**src/rtl/normalizer_fxdiv.sv**
```systemverilog
// Unsigned fixed-point restoring divider: out = floor((in1 << FRAC) / in2), one quotient bit per cycle.
// Latency is fixed at WIDTH+FRAC cycles regardless of operands so paired lanes finish together.
module normalizer_fxdiv #(
  parameter int WIDTH = 32,
  parameter int FRAC  = 16
) (
  input  logic             clk,
  input  logic             rst,
  input  logic [WIDTH-1:0] in1,
  input  logic [WIDTH-1:0] in2,
  input  logic             start,
  output logic [WIDTH-1:0] out,
  output logic             rdy,
  output logic             busy,
  output logic             div_zero,
  output logic             ovf
);
  localparam int N  = WIDTH + FRAC;
  localparam int CW = $clog2(N);

  typedef enum logic {IDLE, RUN} state_t;
  state_t state, state_nx;

  logic [N-1:0]     d, q, q_nx;
  logic [WIDTH-1:0] v;
  logic [WIDTH:0]   r, t, r_nx;
  logic [CW-1:0]    cnt;
  logic             ge, last;

  // T < 2V always holds, so a WIDTH+1 compare is enough for each quotient bit
  always_comb begin
    t    = {r[WIDTH-1:0], d[N-1]};
    ge   = (t >= {1'b0, v});
    r_nx = ge ? (t - {1'b0, v}) : t;
    q_nx = {q[N-2:0], ge};
    last = (cnt == '0);
  end

  always_comb begin
    state_nx = state;
    if (start)                    state_nx = RUN;
    else if (state == RUN && last) state_nx = IDLE;
  end

  always_ff @(posedge clk or posedge rst) begin
    if (rst) state <= IDLE;
    else     state <= state_nx;
  end

  always_ff @(posedge clk or posedge rst) begin
    if (rst) begin
      d <= '0; v <= '0; r <= '0; q <= '0; cnt <= '0;
      out <= '0; rdy <= 1'b0; busy <= 1'b0; div_zero <= 1'b0; ovf <= 1'b0;
    end else if (start) begin
      // a start in RUN aborts and restarts; out holds the last result
      d    <= {in1, {FRAC{1'b0}}};
      v    <= in2;
      r    <= '0;
      q    <= '0;
      cnt  <= CW'(N-1);
      rdy  <= 1'b0;
      busy <= 1'b1;
    end else if (state == RUN) begin
      d   <= {d[N-2:0], 1'b0};
      r   <= r_nx;
      q   <= q_nx;
      cnt <= cnt - CW'(1);
      if (last) begin
        rdy  <= 1'b1;
        busy <= 1'b0;
        if (v == '0) begin
          out <= '1; div_zero <= 1'b1; ovf <= 1'b0;
        end else if (q_nx[N-1:WIDTH] != '0) begin
          out <= '1; div_zero <= 1'b0; ovf <= 1'b1;
        end else begin
          out <= q_nx[WIDTH-1:0]; div_zero <= 1'b0; ovf <= 1'b0;
        end
      end
    end
  end
endmodule

```
**config.mk**
```make
export PLATFORM = sky130hd
export DESIGN_NAME = normalizer_fxdiv
export DESIGN_NICKNAME = d
export VERILOG_FILES = /design/src/rtl/normalizer_fxdiv.sv
export SDC_FILE = /design/constraint.sdc
export NUM_CORES = 1
export LEC_CHECK = 0
export BUFFER_PORTS_ARGS = -buffer_cell sky130_fd_sc_hd__buf_4
export CORE_UTILIZATION = 44
export CTS_CLUSTER_SIZE = 40
export DETAILED_ROUTE_END_ITERATION = 8
export PLACE_DENSITY = 0.71
export SLEW_MARGIN = 25
export SYNTH_ARGS = -nofsm -noshare
export SYNTH_HDL_FRONTEND = slang
export SYNTH_SLANG_ARGS = --single-unit
export TNS_END_PERCENT = 30
```
**constraint.sdc**
```tcl
create_clock -name clk -period 11.7 [get_ports clk]
set_input_delay 0.585 -clock clk [delete_from_list [all_inputs] [get_ports clk]]
set_output_delay 0.585 -clock clk [all_outputs]
set_load 0.01 [all_outputs]
```
==> qor.txt, run 1 <==
Outcome: completed
Number of synthesized flops with an enable pin: 0
Synth top area share: 0.480
Area enclosed by the die boundary: 0.0227 mm²
Switching fraction of total power: 0.286
Count of unresolved DRC violations after routing: 0
Half-perimeter wire length after placement: 14,900 µm
Leakage power: 5.82 nW
Post-detailed-placement cell area: 0.0106 mm²
Shortest clock period the worst path allows after layout: 3.50 ns
Synth async-reset ratio: 1.00
Final hold violation count: 0
Fill cell total of the finished layout: 1,977
Multi-input gate area: 0.00463 mm²
Clk_lat worst skew: 0.45 ns
Reg2Reg Setup Slack: 8.20 ns
Via density per instance: 5.57
Upper clock frequency limit: 285 MHz
Post-Syn Area per Cell: 9.64 µm²
Initial antenna violation count: 0
CP required: 12.04 ns
Net load switching power: 0.407 mW
Largest stage delay on the critical path: 0.50 ns
Summed area of non-filler cells in the final layout: 0.0113 mm²
Wire length of the first global-routing pass: 36,700 µm
Gate count of the mapped netlist: 1,007
Commonest cells post-synth: sky130_fd_sc_hd__dfrtp_1, sky130_fd_sc_hd__nand2_1, sky130_fd_sc_hd__nor2_1
Yosys cell types: 62
Maximum level of the CTS H-tree: 4
Number of clock sinks: 186
Vias after detailed routing: 7,598
Post-layout total power: 1.43 mW
Wire length per cell: 16.1 µm
Layout Skew: 0.0190 ns
# hold bufs at CTS: 0
Worst relative slew slack: 0.329
Clock transition at path regs: 0.08 ns
Number of optimization iterations in the first detailed-route pass: 5
Top cell type by total area after synthesis: sky130_fd_sc_hd__dfrtp_1
Sequential Area: 0.00466 mm²
Fraction of layout instances using a drive strength above 1: 0.147
Hold WS: 0.321 ns
CTS Buf Count: 17
Maximum resistive drop on vdd: 0.0823 mV
Multiplexer area fraction after synthesis: 0.0850
Total global-route track usage: 0.204
Final antenna diode count: 0
RSZ-0062 raised after global routing: false
Number of pins exceeding their max-slew limit in the final report: 0
Syn nets: 1,109
Area Overhead vs Synth: 16.3%
Total standard cell area after synthesis: 0.00971 mm²
Clock tree from TritonCTS: done
Combinational share of power: 0.097
Largest family of logic cells by synthesized area: compound AO/OA/AOI/OAI gates
Simple-gate share of the synthesized area: 0.145
Critical path buffers and inverters: 1
Vias in the first global route: 7,318
Reported max-cap violation count: 0
Number of design-rule violations left by the first detailed-router iteration: 507
Post-Route WL: 22,000 µm
Final Cycle Share: 0.299
Area of the core: 0.0214 mm²
# setup viols final: 0
Most common cell in the synthesized netlist: sky130_fd_sc_hd__dfrtp_1
Final core utilization: 0.529
Internal Pwr Total: 1.02 mW
Die Wd: 151 µm
Worst Tran Pin Value: 1.01 ns
Family with the most delay on the worst path: compound AO/OA/AOI/OAI gates
Share of power burned in registers: 0.474
Starting Density: 0.455
Post-synthesis share of cell area spent on full adders, half adders and majority gates: 0.0459
Rows: 53
Pin count of the biggest net entering global routing: 125
Die outline height: 151 µm
Yosys Warn Count: 0
Count of nets after finishing: 1,178
XOR/XNOR share of the synthesized area: 0.0208
IO buf count: 102
Cell with the largest stage delay on the worst path: sky130_fd_sc_hd__nor4_1
Share of the synthesized area in compound gates (AO/OA/AOI/OAI): 0.181
Post-route setup TNS: 0 ns
Worst Hold Class: in2async
Power density relative to cell area: 126 mW/mm²
Post-cts repair resize count: 0
Arr. time, crit path: 3.84 ns
Number of antenna-violating nets in the routed design: 0
Leading register cell type out of synthesis: sky130_fd_sc_hd__dfrtp_1
Clk pwr share: 0.429
Crit path capture type: register
Number of flip-flops and latches in the synthesized netlist: 186
Clock root buffer master: sky130_fd_sc_hd__clkbuf_16
Gpl congestion: 0.896
Sequential element share of the synthesized area: 0.480
Cell types with the largest area share after synthesis: sky130_fd_sc_hd__dfrtp_1, sky130_fd_sc_hd__mux2i_1, sky130_fd_sc_hd__nand2_1
Worst-path maximum fanout: 4
Buffer count from post-CTS setup fixing: 0
Cell-by-cell listing of the critical path: inv_1, ha_1, fa_1, nand2b_1, a21oi_1, o31ai_1, o211ai_1, a2111oi_4, nor4_1, mux2_2, a311oi_1
Category of the critical setup timing path: reg2reg
Maximum clock path buffer count: 2
Residual overflow from global routing: 0
CP startpoint kind: register
Num ports: 103
cell families after synthesis:
kind of cell,count (synthesis)
mux,82
xor+xnor,23
flops,186
fa+ha+maj,35
buf+inv,107
compound gates,259
simple gates,315
cell usage in the layout, fill, tap and decap left out, drive strengths merged, types with 6 or more instances in the layout:
master	count
clkbuf	17
nand2b	8
a31oi	7
o21ai	88
o211ai	10
nand2	137
mux2i	79
a311oi	22
dfrtp	186
a211oi	6
a21o	16
nor2	93
a21oi	41
ha	34
xnor2	18
nor4	15
nor3	17
buf	108
o22a	32
inv	60
nand3	12
nand4	7
worst paths after layout:
path	end	startpoint	cells past startpoint
setup / recovery	r[28]	d[47]	11
hold / removal	out[10]	rst	2
setup reg to reg	r[28]	d[47]	11
hold reg to reg	rdy	rdy	1
max in group asynchronous	v[0]	rst	3
min in group clk	d[29]	in1[13]	3
flip-flops by register name, indices dropped and copies added, names as in the netlist, 6 cells and up:
name,cells
d,32
cnt,6
q,47
r,32
v,32
out,32
routing by layer:
metal / track usage / wire length [µm] / vias up / part of all wire
met1: 0.293 / 10800 / 3644 / 0.49
met3: 0.0355 / 1070 / 32 / 0.049
met5: 0 / 0 / - / 0
met4: 0.0657 / 341 / 0 / 0.016
met2: 0.311 / 9720 / 199 / 0.44
li1: - / - / 3723 / -
final cells by class:
type                       instances  area share
sequential                       186       0.413
multi-input combinational        714       0.411
timing repair buffer             108      0.0725
clock buffer                      17      0.0377
tap                              275      0.0305
clock inverter                    15      0.0190
inverter                          49      0.0170
through the flow:
step                std cells  worst slack, ns
floorplan                1007             6.06
global placement         1332             8.32
detailed placement       1332             8.30
CTS                      1364             8.24
global route             1364             7.97
finish                   1364             8.20
power by group through the flow:
stage / registers [mW] / logic [mW] / clock network (mW)
finish: 0.676 / 0.139 / 0.612
floorplan: 0.685 / 0.0960 / 0
detailed placement: 0.689 / 0.139 / 0
global placement: 0.689 / 0.138 / 0
CTS: 0.676 / 0.140 / 0.626
global route: 0.679 / 0.159 / 0.650
Power figures use the tool's default switching activity.
==> run 2: changes to the inputs <==
==> constraint.sdc (replaced) <==
create_clock -name clk -period 3.6 [get_ports clk]
set_input_delay 0.18 -clock clk [delete_from_list [all_inputs] [get_ports clk]]
set_output_delay 0.18 -clock clk [all_outputs]
set_load 0.01 [all_outputs]
==> run 2 against run 1 <==
  * Via count up 2.3%
  * Critical endpoint unchanged
  * Highest routed layer unchanged
  * Critical path depth unchanged
  * Clock power rose to 3.3 times the previous value
  * Die area unchanged
  * First-iteration DRC count up 2.6%
  * Sequential share of layout area down 2.5 points
==> qor.txt, run 2 (synthesized netlist as in run 1, its figures left out) <==
Met3 wire len: 845 µm (-21%)
Post-layout total power: 4.70 mW (+230%)
Non-filler cells, final: 1,435 (+5.2%)
Final Cycle Share: 0.952 (+0.652)
Clock tree from TritonCTS: done
Upper clock frequency limit: 292 MHz (+2.3%)
Num ports: 103 (unchanged)
# setup viols final: 0 (unchanged)
Area of the core: 0.0214 mm² (unchanged)
Hold WS: 0.00872 ns (-0.313 ns)
RSZ-0062 raised after global routing: false
Via density per instance: 5.41 (-2.8%)
Maximum resistive drop on vdd: 0.296 mV (+260%)
Outcome: completed
Area enclosed by the die boundary: 0.0227 mm² (unchanged)
Clk_lat worst skew: 0.44 ns (about the same)
Number of optimization iterations in the first detailed-route pass: 5 (unchanged)
Largest stage delay on the critical path: 0.51 ns (about the same)
Maximum clock path buffer count: 2 (unchanged)
Starting Density: 0.455 (unchanged)
M1 wire length: 11,100 µm (+2.9%)
Worst Tran Pin Value: 0.920 ns (-0.0861 ns)
Cell with the largest stage delay on the worst path: sky130_fd_sc_hd__nor4_1
Number of design-rule violations left by the first detailed-router iteration: 520 (+2.6%)
Vias in the first global route: 7,573 (+3.5%)
Power density relative to cell area: 391 mW/mm² (+210%)
Final core utilization: 0.563 (+0.0340)
Shortest clock period the worst path allows after layout: 3.43 ns (-0.0775 ns)
Die Wd: 151 µm (unchanged)
CTS Buf Count: 17 (unchanged)
Number of pins exceeding their max-slew limit in the final report: 0 (unchanged)
Cell-by-cell listing of the critical path: inv_1, ha_1, fa_1, nand2b_1, a21oi_1, o31ai_1, o211ai_1, a2111oi_4, nor4_1, mux2_2, a311oi_1
CP startpoint kind: register
Worst Hold Class: in2reg
Initial antenna violation count: 0 (unchanged)
Count of unresolved DRC violations after routing: 0 (unchanged)
Final antenna diode count: 0 (unchanged)
Most used cells in the layout excluding fill and tap cells: sky130_fd_sc_hd__dfrtp_1, sky130_fd_sc_hd__nand2_1, sky130_fd_sc_hd__buf_4
Worst relative slew slack: 0.386 (+0.0574)
Crit path capture type: register
Buffer count from post-CTS setup fixing: 0 (unchanged)
Half-perimeter wire length after placement: 14,900 µm (+0.25%)
Reported max-cap violation count: 0 (unchanged)
Post-Route WL: 22,400 µm (+2.0%)
Number of clock sinks: 186 (unchanged)
Maximum level of the CTS H-tree: 4 (unchanged)
Wire length per cell: 15.6 µm (-3.1%)
Wire length of the first global-routing pass: 37,600 µm (+2.3%)
Area Overhead vs Synth: 23.8%
Category of the critical setup timing path: reg2reg
Total global-route track usage: 0.209 (+0.00488)
Arr. time, crit path: 3.77 ns (-0.07 ns)
Final hold violation count: 0 (unchanged)
Layout Skew: 0.0181 ns (-0.000835 ns)
Leakage power: 6.14 nW (+5.5%)
Highest metal layer with signal wires: met4
Clock root buffer master: sky130_fd_sc_hd__clkbuf_16
IO buf count: 102 (unchanged)
Register containing the most flip-flops in the final layout: q
Number of antenna-violating nets in the routed design: 0 (unchanged)
Pin count of the biggest net entering global routing: 89 (-29%)
Detailed route wirelength on metal2: 10,200 µm (+4.4%)
Vias after detailed routing: 7,770 (+2.3%)
Count of nets after finishing: 1,249 (+6.0%)
Die outline height: 151 µm (unchanged)
Most common cell after layout, fill and taps aside: sky130_fd_sc_hd__dfrtp_1
Number of flip-flops in the largest register: 47 (unchanged)
Worst-path maximum fanout: 4 (unchanged)
Residual overflow from global routing: 0 (unchanged)
Fraction of layout instances using a drive strength above 1: 0.145 (-0.00210)
Gpl congestion: 0.896 (about the same)
Rows: 53 (unchanged)
Post-route setup TNS: 0 ns (unchanged)
Placed Cells incl. Taps: 1,340 (+0.60%)
CP required: 3.94 ns (-8.10 ns)
Clock transition at path regs: 0.08 ns (about the same)
run 2: cell types whose count changed in the layout (fill, tap and decap cells not counted), sizes merged:
cell,before,now
dlygate4sd3,0,63
clkinvlp,0,1
buf,108,116
inv,60,56
clkinv,4,7
run 2: cell type report:
class,count,area (µm²)
fillers,1873,9340
flip-flops and latches,186,4660
multi-input cells,714,4640
repair buffers,179,1530
clock buffers,17,425
well taps,275,344
clock inverters,15,224
inverters,49,188
run 2: metrics by stage:
step | area, µm² | worst slack [ns]
after floorplan | 9710 | 0.773
after global placement | 10700 | 0.263
after detailed placement | 10700 | 0.262
after CTS | 12000 | 0.223
after global routing | 12000 | 0.00217
final | 12000 | 0.174
run 2: timing repair:
item / 4_1_cts / 5_1_grt
setup endpoints to repair: 0 / 1
resized for setup: 0 / 1
endpoints found under the hold margin: 87 / 0
hold buffers: 63 / 0
run 2: report_power, final:
group,switching [mW],internal (mW)
clock network,1.01,0.980
logic,0.288,0.226
registers,0.0407,2.16
run 2: final timing paths:
| path | startpoint | to | slack, ns | cells past startpoint |
|---|---|---|---|---|
| max | d[47] | r[28] | 0.17 | 11 |
| min | in2[16] | v[16] | 0.009 | 3 |
| max reg2reg | d[47] | r[28] | 0.17 | 11 |
| min reg2reg | rdy | rdy | 0.49 | 1 |
| max in group asynchronous | rst | r[22] | 2.32 | 4 |
| min in group asynchronous | rst | r[7] | 0.41 | 3 |
run 2: layer usage:
| layer | vias to the layer above | global-route usage |
|---|---|---|
| met5 | - | 0 |
| met4 | 0 | 0.0566 |
| met3 | 22 | 0.0297 |
| met2 | 176 | 0.327 |
| met1 | 3712 | 0.301 |
| li1 | 3860 | - |
run 2: critical path, delay by kind of cell, from the launching register on:
family                   cells  cell delay [ns]
flip-flops                   1             0.39
AO/OA/AOI/OAI                5             1.18
buffers and inverters        1             0.06
adder cells (fa/ha/maj)      2             0.60
multiplexers                 1             0.40
AND/OR/NAND/NOR              2             0.72
